`src/rtl/uart_bus_master_pkg.sv`:
```
// Shared opcode/response byte constants and FSM state encoding for the UART bus master.
package uart_bus_master_pkg;

  localparam logic [7:0] OP_WRITE = 8'h57;
  localparam logic [7:0] OP_READ  = 8'h52;
  localparam logic [7:0] OP_HALT  = 8'h48;
  localparam logic [7:0] OP_GO    = 8'h47;

  localparam logic [7:0] RSP_OK   = 8'h4B;
  localparam logic [7:0] RSP_DATA = 8'h44;
  localparam logic [7:0] RSP_ERR  = 8'h45;
  localparam logic [7:0] RSP_UNK  = 8'h3F;

  typedef enum logic [2:0] {
    S_IDLE,
    S_ADDR,
    S_DATA,
    S_REQ,
    S_ISSUE,
    S_SAMPLE,
    S_RESP
  } state_t;

  // Single-byte responses sit in the top byte of the 5-byte response buffer.
  function automatic logic [39:0] resp1(input logic [7:0] b);
    return {b, 32'h0};
  endfunction

endpackage

```
`src/rtl/uart_bus_master_if.sv`:
```
// Byte streams to/from the uart core plus the port-b bus seen by the bridge.
interface uart_bus_master_if;
  // Stream handshake: a byte transfers on a rising clk edge where tvalid and
  // tready are both 1; tvalid/tdata stay stable until that edge.
  logic [7:0]  rx_tdata;
  logic        rx_tvalid;
  logic        rx_tready;
  logic [7:0]  tx_tdata;
  logic        tx_tvalid;
  logic        tx_tready;
  logic        bus_req;
  logic        bus_grant;
  logic [31:0] bus_addr;
  logic [31:0] bus_wdata;
  logic [31:0] bus_we;
  logic [31:0] bus_rdata;
  logic        bus_strobe;

  modport master (
    input  rx_tdata, rx_tvalid, tx_tready, bus_grant, bus_rdata, bus_strobe,
    output rx_tready, tx_tdata, tx_tvalid, bus_req, bus_addr, bus_wdata, bus_we
  );

  modport slave (
    output rx_tdata, rx_tvalid, tx_tready, bus_grant, bus_rdata, bus_strobe,
    input  rx_tready, tx_tdata, tx_tvalid, bus_req, bus_addr, bus_wdata, bus_we
  );
endinterface

```
`src/rtl/ubm_txq.sv`:
```
// Five-byte response buffer: loaded in one shot, drained MSB byte first over a
// valid/ready stream. tdata and tvalid come straight from flops.
module ubm_txq (
  input  logic        clk,
  input  logic        rst,
  input  logic        load,
  input  logic [39:0] load_data,
  input  logic [2:0]  load_len,
  output logic [7:0]  tdata,
  output logic        tvalid,
  input  logic        tready,
  output logic        last
);

  logic [39:0] sr;
  logic [2:0]  cnt;
  logic        pop;

  assign pop   = tvalid && tready;
  assign tdata = sr[39:32];
  assign last  = (cnt == 3'd1);

  always_ff @(posedge clk) begin
    if (!rst) begin
      sr     <= '0;
      cnt    <= '0;
      tvalid <= 1'b0;
    end else if (load) begin
      sr     <= load_data;
      cnt    <= load_len;
      tvalid <= (load_len != 3'd0);
    end else if (pop) begin
      sr     <= {sr[31:0], 8'h00};
      cnt    <= cnt - 3'd1;
      tvalid <= (cnt != 3'd1);
    end
  end

endmodule

```
`src/rtl/uart_bus_master.sv`:
```
// UART-driven port-b bus initiator: W/R commands in, K/D/E/? responses out.
// Optional halt control (H/G opcodes, cpu_halt port) under UART_BUS_MASTER_HALT_EN.
module uart_bus_master
  import uart_bus_master_pkg::*;
#(
  parameter logic [31:0] IDLE_ADDR   = 32'hFFFF_FFFF,
  parameter int          TIMEOUT_CYC = 9_000_000,
  parameter int          TO_W        = 24
) (
  input  logic             clk,
  input  logic             rst,
  uart_bus_master_if.master bif,
  output state_t           state
`ifdef UART_BUS_MASTER_HALT_EN
  ,
  output logic             cpu_halt
`endif
);

  state_t      next;
  logic [31:0] addr_q;
  logic [31:0] data_q;
  logic        cmd_wr;
  logic [1:0]  byte_cnt;
  logic [TO_W-1:0] to_cnt;

  logic        accept;
  logic        timeout;
  logic        tx_pop;
  logic        txq_last;
  logic        txq_load;
  logic [39:0] txq_data;
  logic [2:0]  txq_len;
  logic [7:0]  rx_byte;
`ifdef UART_BUS_MASTER_HALT_EN
  logic        halt_set;
  logic        halt_clr;
`endif

  assign rx_byte = bif.rx_tdata;
  assign accept  = bif.rx_tvalid && bif.rx_tready;
  assign timeout = (to_cnt == TO_W'(TIMEOUT_CYC - 1));
  assign tx_pop  = bif.tx_tvalid && bif.tx_tready;

  ubm_txq u_txq (
    .clk       (clk),
    .rst       (rst),
    .load      (txq_load),
    .load_data (txq_data),
    .load_len  (txq_len),
    .tdata     (bif.tx_tdata),
    .tvalid    (bif.tx_tvalid),
    .tready    (bif.tx_tready),
    .last      (txq_last)
  );

  always_comb begin
    next     = state;
    txq_load = 1'b0;
    txq_data = '0;
    txq_len  = '0;
`ifdef UART_BUS_MASTER_HALT_EN
    halt_set = 1'b0;
    halt_clr = 1'b0;
`endif
    case (state)
      S_IDLE: if (accept) begin
        if (rx_byte == OP_WRITE || rx_byte == OP_READ) begin
          next = S_ADDR;
        end else begin
          next     = S_RESP;
          txq_load = 1'b1;
          txq_len  = 3'd1;
          txq_data = resp1(RSP_UNK);
`ifdef UART_BUS_MASTER_HALT_EN
          if (rx_byte == OP_HALT) begin
            halt_set = 1'b1;
            txq_data = resp1(RSP_OK);
          end else if (rx_byte == OP_GO) begin
            halt_clr = 1'b1;
            txq_data = resp1(RSP_OK);
          end
`endif
        end
      end
      S_ADDR: if (accept) begin
        if (byte_cnt == 2'd3) next = cmd_wr ? S_DATA : S_REQ;
      end else if (timeout) begin
        next = S_IDLE;
      end
      S_DATA: if (accept) begin
        if (byte_cnt == 2'd3) next = S_REQ;
      end else if (timeout) begin
        next = S_IDLE;
      end
      S_REQ:   if (bif.bus_grant) next = S_ISSUE;
      S_ISSUE: next = S_SAMPLE;
      S_SAMPLE: begin
        // Responders answer one cycle after ISSUE, so rdata/strobe are valid here.
        next     = S_RESP;
        txq_load = 1'b1;
        txq_len  = 3'd1;
        if (cmd_wr) begin
          txq_data = resp1(RSP_OK);
        end else if (bif.bus_strobe) begin
          txq_data = {RSP_DATA, bif.bus_rdata};
          txq_len  = 3'd5;
        end else begin
          txq_data = resp1(RSP_ERR);
        end
      end
      S_RESP: if (tx_pop && txq_last) next = S_IDLE;
      default: next = S_IDLE;
    endcase
  end

  always_ff @(posedge clk) begin
    if (!rst) begin
      state         <= S_IDLE;
      addr_q        <= '0;
      data_q        <= '0;
      cmd_wr        <= 1'b0;
      byte_cnt      <= '0;
      to_cnt        <= '0;
      bif.rx_tready <= 1'b0;
      bif.bus_req   <= 1'b0;
      bif.bus_addr  <= IDLE_ADDR;
      bif.bus_wdata <= '0;
      bif.bus_we    <= '0;
    end else begin
      state <= next;
      if (accept) begin
        case (state)
          S_IDLE: begin
            cmd_wr   <= (rx_byte == OP_WRITE);
            byte_cnt <= '0;
          end
          S_ADDR: begin
            addr_q   <= {addr_q[23:0], rx_byte};
            byte_cnt <= byte_cnt + 2'd1;
          end
          S_DATA: begin
            data_q   <= {data_q[23:0], rx_byte};
            byte_cnt <= byte_cnt + 2'd1;
          end
          default: ;
        endcase
      end
      if ((state == S_ADDR || state == S_DATA) && !accept) to_cnt <= to_cnt + 1'b1;
      else to_cnt <= '0;
      // Outputs are registered from the next state so they line up with it.
      bif.rx_tready <= (next == S_IDLE) || (next == S_ADDR) || (next == S_DATA);
      bif.bus_req   <= (next == S_REQ) || (next == S_ISSUE) || (next == S_SAMPLE);
      bif.bus_addr  <= (next == S_ISSUE) ? addr_q : IDLE_ADDR;
      bif.bus_we    <= (next == S_ISSUE && cmd_wr) ? 32'd1 : 32'd0;
      bif.bus_wdata <= (next == S_ISSUE && cmd_wr) ? data_q : 32'd0;
    end
  end

`ifdef UART_BUS_MASTER_HALT_EN
  always_ff @(posedge clk) begin
    if (!rst)          cpu_halt <= 1'b0;
    else if (halt_set) cpu_halt <= 1'b1;
    else if (halt_clr) cpu_halt <= 1'b0;
  end
`endif

endmodule
```
`src/flat_wrapper.sv`:
```
// flat-port wrapper written by rule: the top's interface ports become plain ports
module uart_bus_master_flat import uart_bus_master_pkg::*;
#(
  parameter logic [31:0] IDLE_ADDR   = 32'hFFFF_FFFF,
  parameter int          TIMEOUT_CYC = 9_000_000,
  parameter int          TO_W        = 24
)
  (clk, rst, state, bif_rx_tdata, bif_rx_tvalid, bif_tx_tready, bif_bus_grant, bif_bus_rdata, bif_bus_strobe, bif_rx_tready, bif_tx_tdata, bif_tx_tvalid, bif_bus_req, bif_bus_addr, bif_bus_wdata, bif_bus_we);
  uart_bus_master_if bif_i ();
  input  logic clk;
  input  logic rst;
  output state_t state;
  input wire logic [$bits(bif_i.rx_tdata)-1:0] bif_rx_tdata;
  input wire logic [$bits(bif_i.rx_tvalid)-1:0] bif_rx_tvalid;
  input wire logic [$bits(bif_i.tx_tready)-1:0] bif_tx_tready;
  input wire logic [$bits(bif_i.bus_grant)-1:0] bif_bus_grant;
  input wire logic [$bits(bif_i.bus_rdata)-1:0] bif_bus_rdata;
  input wire logic [$bits(bif_i.bus_strobe)-1:0] bif_bus_strobe;
  output wire logic [$bits(bif_i.rx_tready)-1:0] bif_rx_tready;
  output wire logic [$bits(bif_i.tx_tdata)-1:0] bif_tx_tdata;
  output wire logic [$bits(bif_i.tx_tvalid)-1:0] bif_tx_tvalid;
  output wire logic [$bits(bif_i.bus_req)-1:0] bif_bus_req;
  output wire logic [$bits(bif_i.bus_addr)-1:0] bif_bus_addr;
  output wire logic [$bits(bif_i.bus_wdata)-1:0] bif_bus_wdata;
  output wire logic [$bits(bif_i.bus_we)-1:0] bif_bus_we;
  assign bif_i.rx_tdata = bif_rx_tdata;
  assign bif_i.rx_tvalid = bif_rx_tvalid;
  assign bif_i.tx_tready = bif_tx_tready;
  assign bif_i.bus_grant = bif_bus_grant;
  assign bif_i.bus_rdata = bif_bus_rdata;
  assign bif_i.bus_strobe = bif_bus_strobe;
  assign bif_rx_tready = bif_i.rx_tready;
  assign bif_tx_tdata = bif_i.tx_tdata;
  assign bif_tx_tvalid = bif_i.tx_tvalid;
  assign bif_bus_req = bif_i.bus_req;
  assign bif_bus_addr = bif_i.bus_addr;
  assign bif_bus_wdata = bif_i.bus_wdata;
  assign bif_bus_we = bif_i.bus_we;
  uart_bus_master #(.IDLE_ADDR(IDLE_ADDR), .TIMEOUT_CYC(TIMEOUT_CYC), .TO_W(TO_W)) u_core (.clk(clk), .rst(rst), .bif(bif_i), .state(state));
endmodule
```
`config.mk`:
```
export PLATFORM = sky130hd
export DESIGN_NAME = uart_bus_master_flat
export DESIGN_NICKNAME = d
export VERILOG_FILES = /design/src/rtl/uart_bus_master_pkg.sv /design/src/rtl/uart_bus_master_if.sv /design/src/rtl/ubm_txq.sv /design/src/rtl/uart_bus_master.sv /design/src/flat_wrapper.sv
export SDC_FILE = /design/constraint.sdc
export NUM_CORES = 1
export LEC_CHECK = 0
export CAP_MARGIN = 15
export CORE_MARGIN = 4
export CORE_UTILIZATION = 45
export CTS_CLUSTER_SIZE = 16
export DETAILED_ROUTE_END_ITERATION = 7
export MAX_ROUTING_LAYER = met4
export PLACE_DENSITY = 0.71
export SYNTH_ARGS = -nofsm -noshare
export SYNTH_HDL_FRONTEND = slang
export SYNTH_SLANG_ARGS = --single-unit
```
`constraint.sdc`:
```
create_clock -name clk -period 3.7 [get_ports clk]
set_clock_uncertainty 0.15 [all_clocks]
set_input_delay 0.74 -clock clk [delete_from_list [all_inputs] [get_ports clk]]
set_output_delay 0.74 -clock clk [all_outputs]
set_load 0.1 [all_outputs]
```
==> impl_metrics.tcl <==
set metrics [dict create \
    run_status "finished clean" \
    fin_cells 1260 \
    synthAdderAreaFrac_pct 0.642 \
    clockRootBuffer "clkbuf_16" \
    synth_area_leader_cell "dfxtp_1" \
    leakage_nw 3.32 \
    yosysTopAreaCellShare_pct 52.6 \
    drv_cap 0 \
    cts.repair.resized 0 \
    track_usage_pct 17.2 \
    dieArea_um2 19500 \
    setup_viol 0 \
    synth-main-ff-cell "dfxtp_1" \
    crit_slowest_cell "clkdlybuf4s50_1" \
    num_rows 47 \
    grt_max_degree 66 \
    finalSetupTns_ns 0 \
    cts_setup_buffers 0 \
    synth_edf_count 0 \
    die_w_um 140 \
    hp-class "reg2reg" \
    rrSetupSlack_ns 1.08 \
    grt_pass1_wl_um 28000 \
    min-delay-start "u_core.data_q[31]$_SDFFE_PN0P_" \
    crit_chain "clkdlybuf4s50_1" \
    fin_crit_sh_pct 79.0 \
    min_period_ns 2.92 \
    synth_seq_cells 205 \
    ant_nets 0 \
    synth_top_family_by_area "simple AND/OR/NAND/NOR gates" \
    ys_seq_area_share_pct 52.6 \
    drt_first_iter_violations 433 \
    cp-start-kind "flip-flop" \
    synthArstFlopShare_pct 0 \
    core-area_um2 16800 \
    ir_drop_v 0.000423 \
    holdWs_ns 0.277 \
    reg2reg_from "u_core.state[2]$_SDFF_PN0_" \
    synth_area_leaders "dfxtp_1 (53%), nand2_1 (11%), a21oi_1 (5.6%), nor2_1 (4.5%), buf_4 (3.9%)" \
    drive_above_1_share_pct 7.60 \
    slowest_delay_ns 1.17 \
    muxShareOfSynthArea_pct 0 \
    cts_tree "done" \
    final_nets 1074 \
    worstPathRequired_ns 2.81 \
    htreeDepth 1 \
    cts.reportedPaths.clkPinSlew_ns 0.06 \
    slew_viol_final 0 \
    total_power_mw 6.20 \
    vias 6240 \
    grt_overflow 0 \
    antenna_found_initial 0 \
    worstMarginPinSlew_ns 1.06 \
    synth_area_um2 7800 \
    firstDrtPassIters 5 \
    cts_hold_buf 0 \
    portBuffers 124 \
    hold_viol_final 0 \
    dp.cells 1220 \
    final_common_cell "nand2_1" \
    numCtsBuffers 22 \
    wire_per_inst_um 13.5 \
    fmax_mhz 342 \
    grt_pass1_vias 5689 \
    r2r_end "u_core.u_txq.sr[14]$_SDFFE_PN0P_" \
    vias_per_cell 4.95 \
    clock_latency_ns 0.50 \
    rsz0062_at_grt "no" \
    yosysWarnings 0 \
    cp_max_fo 2 \
    synth_compound_area_share_pct 12.2 \
    yosys.area_share.simple_pct 23.8 \
    worst-r2r-cell-count 7 \
    avgSynthCellArea_um2 8.40 \
    yosys.area_share.xor_xnor_pct 2.70 \
    hold_depth 2 \
    min_to "u_core.bif.bus_wdata[31]$_SDFF_PN0_" \
    fp.dieH_um 140 \
    maxSlewHeadroom_pct 29.4 \
    crit_path_end_kind "output pin" \
    cts_sinks 205 \
    hpwl_um 11200 \
    place_area_um2 8970 \
    clock_path_buffers 3 \
    areaGrowthSynthToFinish_pct 24.2 \
    syn_inst 928 \
    final_area_um2 9680 \
    start_util_pct 46.5 \
    drc 0 \
    synthDistinctLibCells 55 \
    powerDensity_nw_per_um2 641 \
    critical-path-top-delay-family "buffers and inverters" \
    critical_path_arrival_ns 2.03 \
    crit_buf_inv 1 \
    io_pins 156 \
    final_cell_mix "nand2_1 (219), dfxtp_1 (205), clkdlybuf4s50_1 (117)" \
    wl_um 17000 \
    critPathKind "reg2out" \
    diodes 0 \
    place_congestion 0.784 \
]
[Yosys cell counts, types with 3 or more instances]
master	number
xor2_1	4
nand2_1	219
dfxtp_1	205
xnor2_1	20
or2_2	13
buf_2	11
ha_1	4
nand3_1	19
buf_1	3
clkbuf_1	38
o21ai_0	44
or2_1	21
nor3_1	8
buf_4	41
nor4_1	9
inv_1	10
and2_1	6
a211oi_1	16
buf_6	6
a21oi_1	87
nor2b_1	6
nand4_1	3
nor2_1	94
and3_1	3
[where the power goes]
| part | switching (mW) | total, mW | internal (mW) |
|---|---|---|---|
| clock | 0.856 | 2.13 | 1.27 |
| combinational | 1.17 | 1.56 | 0.389 |
| sequential | 0.120 | 2.51 | 2.39 |
[cell type report]
class,instances,area (um^2)
Inverter,11,41.3
Sequential cell,205,4100
Fill cell,1553,7080
Clock inverter,6,71.3
Clock buffer,34,646
Multi-Input combinational cell,643,3180
Timing Repair Buffer,141,1360
Tap cell,220,275
[worst max path at each step]
stage                                     start                                to  slack [ns]  depth (start not counted)
2_1_floorplan        u_core.state[2]$_SDFF_PN0_  u_core.u_txq.sr[14]$_SDFFE_PN0P_        0.92                          9
3_3_place_gp                    bif_rx_tdata[5]  u_core.u_txq.sr[31]$_SDFFE_PN0P_        0.49                          7
3_5_place_dp                    bif_rx_tdata[5]  u_core.u_txq.sr[27]$_SDFFE_PN0P_        0.42                          7
4_1_cts        u_core.u_txq.sr[33]$_SDFFE_PN0P_                   bif_tx_tdata[1]        0.77                          1
5_1_grt        u_core.u_txq.sr[33]$_SDFFE_PN0P_                   bif_tx_tdata[1]        0.74                          1
6_report       u_core.u_txq.sr[33]$_SDFFE_PN0P_                   bif_tx_tdata[1]        0.78                          1
[cells by family (layout without fill, tap and decap cells)]
logic type / count (synthesis) / count (layout)
fa+ha+maj: 4 / 4
other cells: 1 / 31
compound gates: 167 / 167
simple gates: 417 / 417
flops: 205 / 205
buf+inv: 110 / 192
xor+xnor: 24 / 24
[registers in the layout, summed over array words and instances, names as in the netlist]
signal / count
u_core.u_txq.sr: 40
u_core.addr_q: 32
u_core.bif.bus_addr: 32
u_core.bif.bus_wdata: 32
u_core.data_q: 32
u_core.to_cnt: 24
u_core.state: 3
u_core.u_txq.cnt: 3
u_core.byte_cnt: 2
u_core.bif.bus_req: 1
u_core.bif.bus_we: 1
u_core.bif.rx_tready: 1
u_core.cmd_wr: 1
u_core.u_txq.tvalid: 1
[per-layer routing]
| metal | GRT usage (%) | vias to the layer above | wire (um) |
|---|---|---|---|
| met1 | 23.3 | 2842 | 7830 |
| li1 | - | 3169 | - |
| met4 | 4.28 | 0 | 357 |
| met3 | 3.60 | 32 | 1110 |
| met2 | 26.5 | 197 | 7730 |
| met5 | - | - | 0 |
[per-stage QoR]
step,utilization (%),setup WS [ns]
final,57.8,0.779
after global routing,57.8,0.737
after CTS,57.8,0.773
after detailed placement,53.5,0.423
after global placement,53.5,0.491
after floorplan,-,0.916
[worst min-delay path: stages (launching register included)]
cell and delay (ns):
dfxtp_1 0.31, nand2_1 0.05, nor2_1 0.03
No activity file was read; power rests on OpenSTA's default activity.
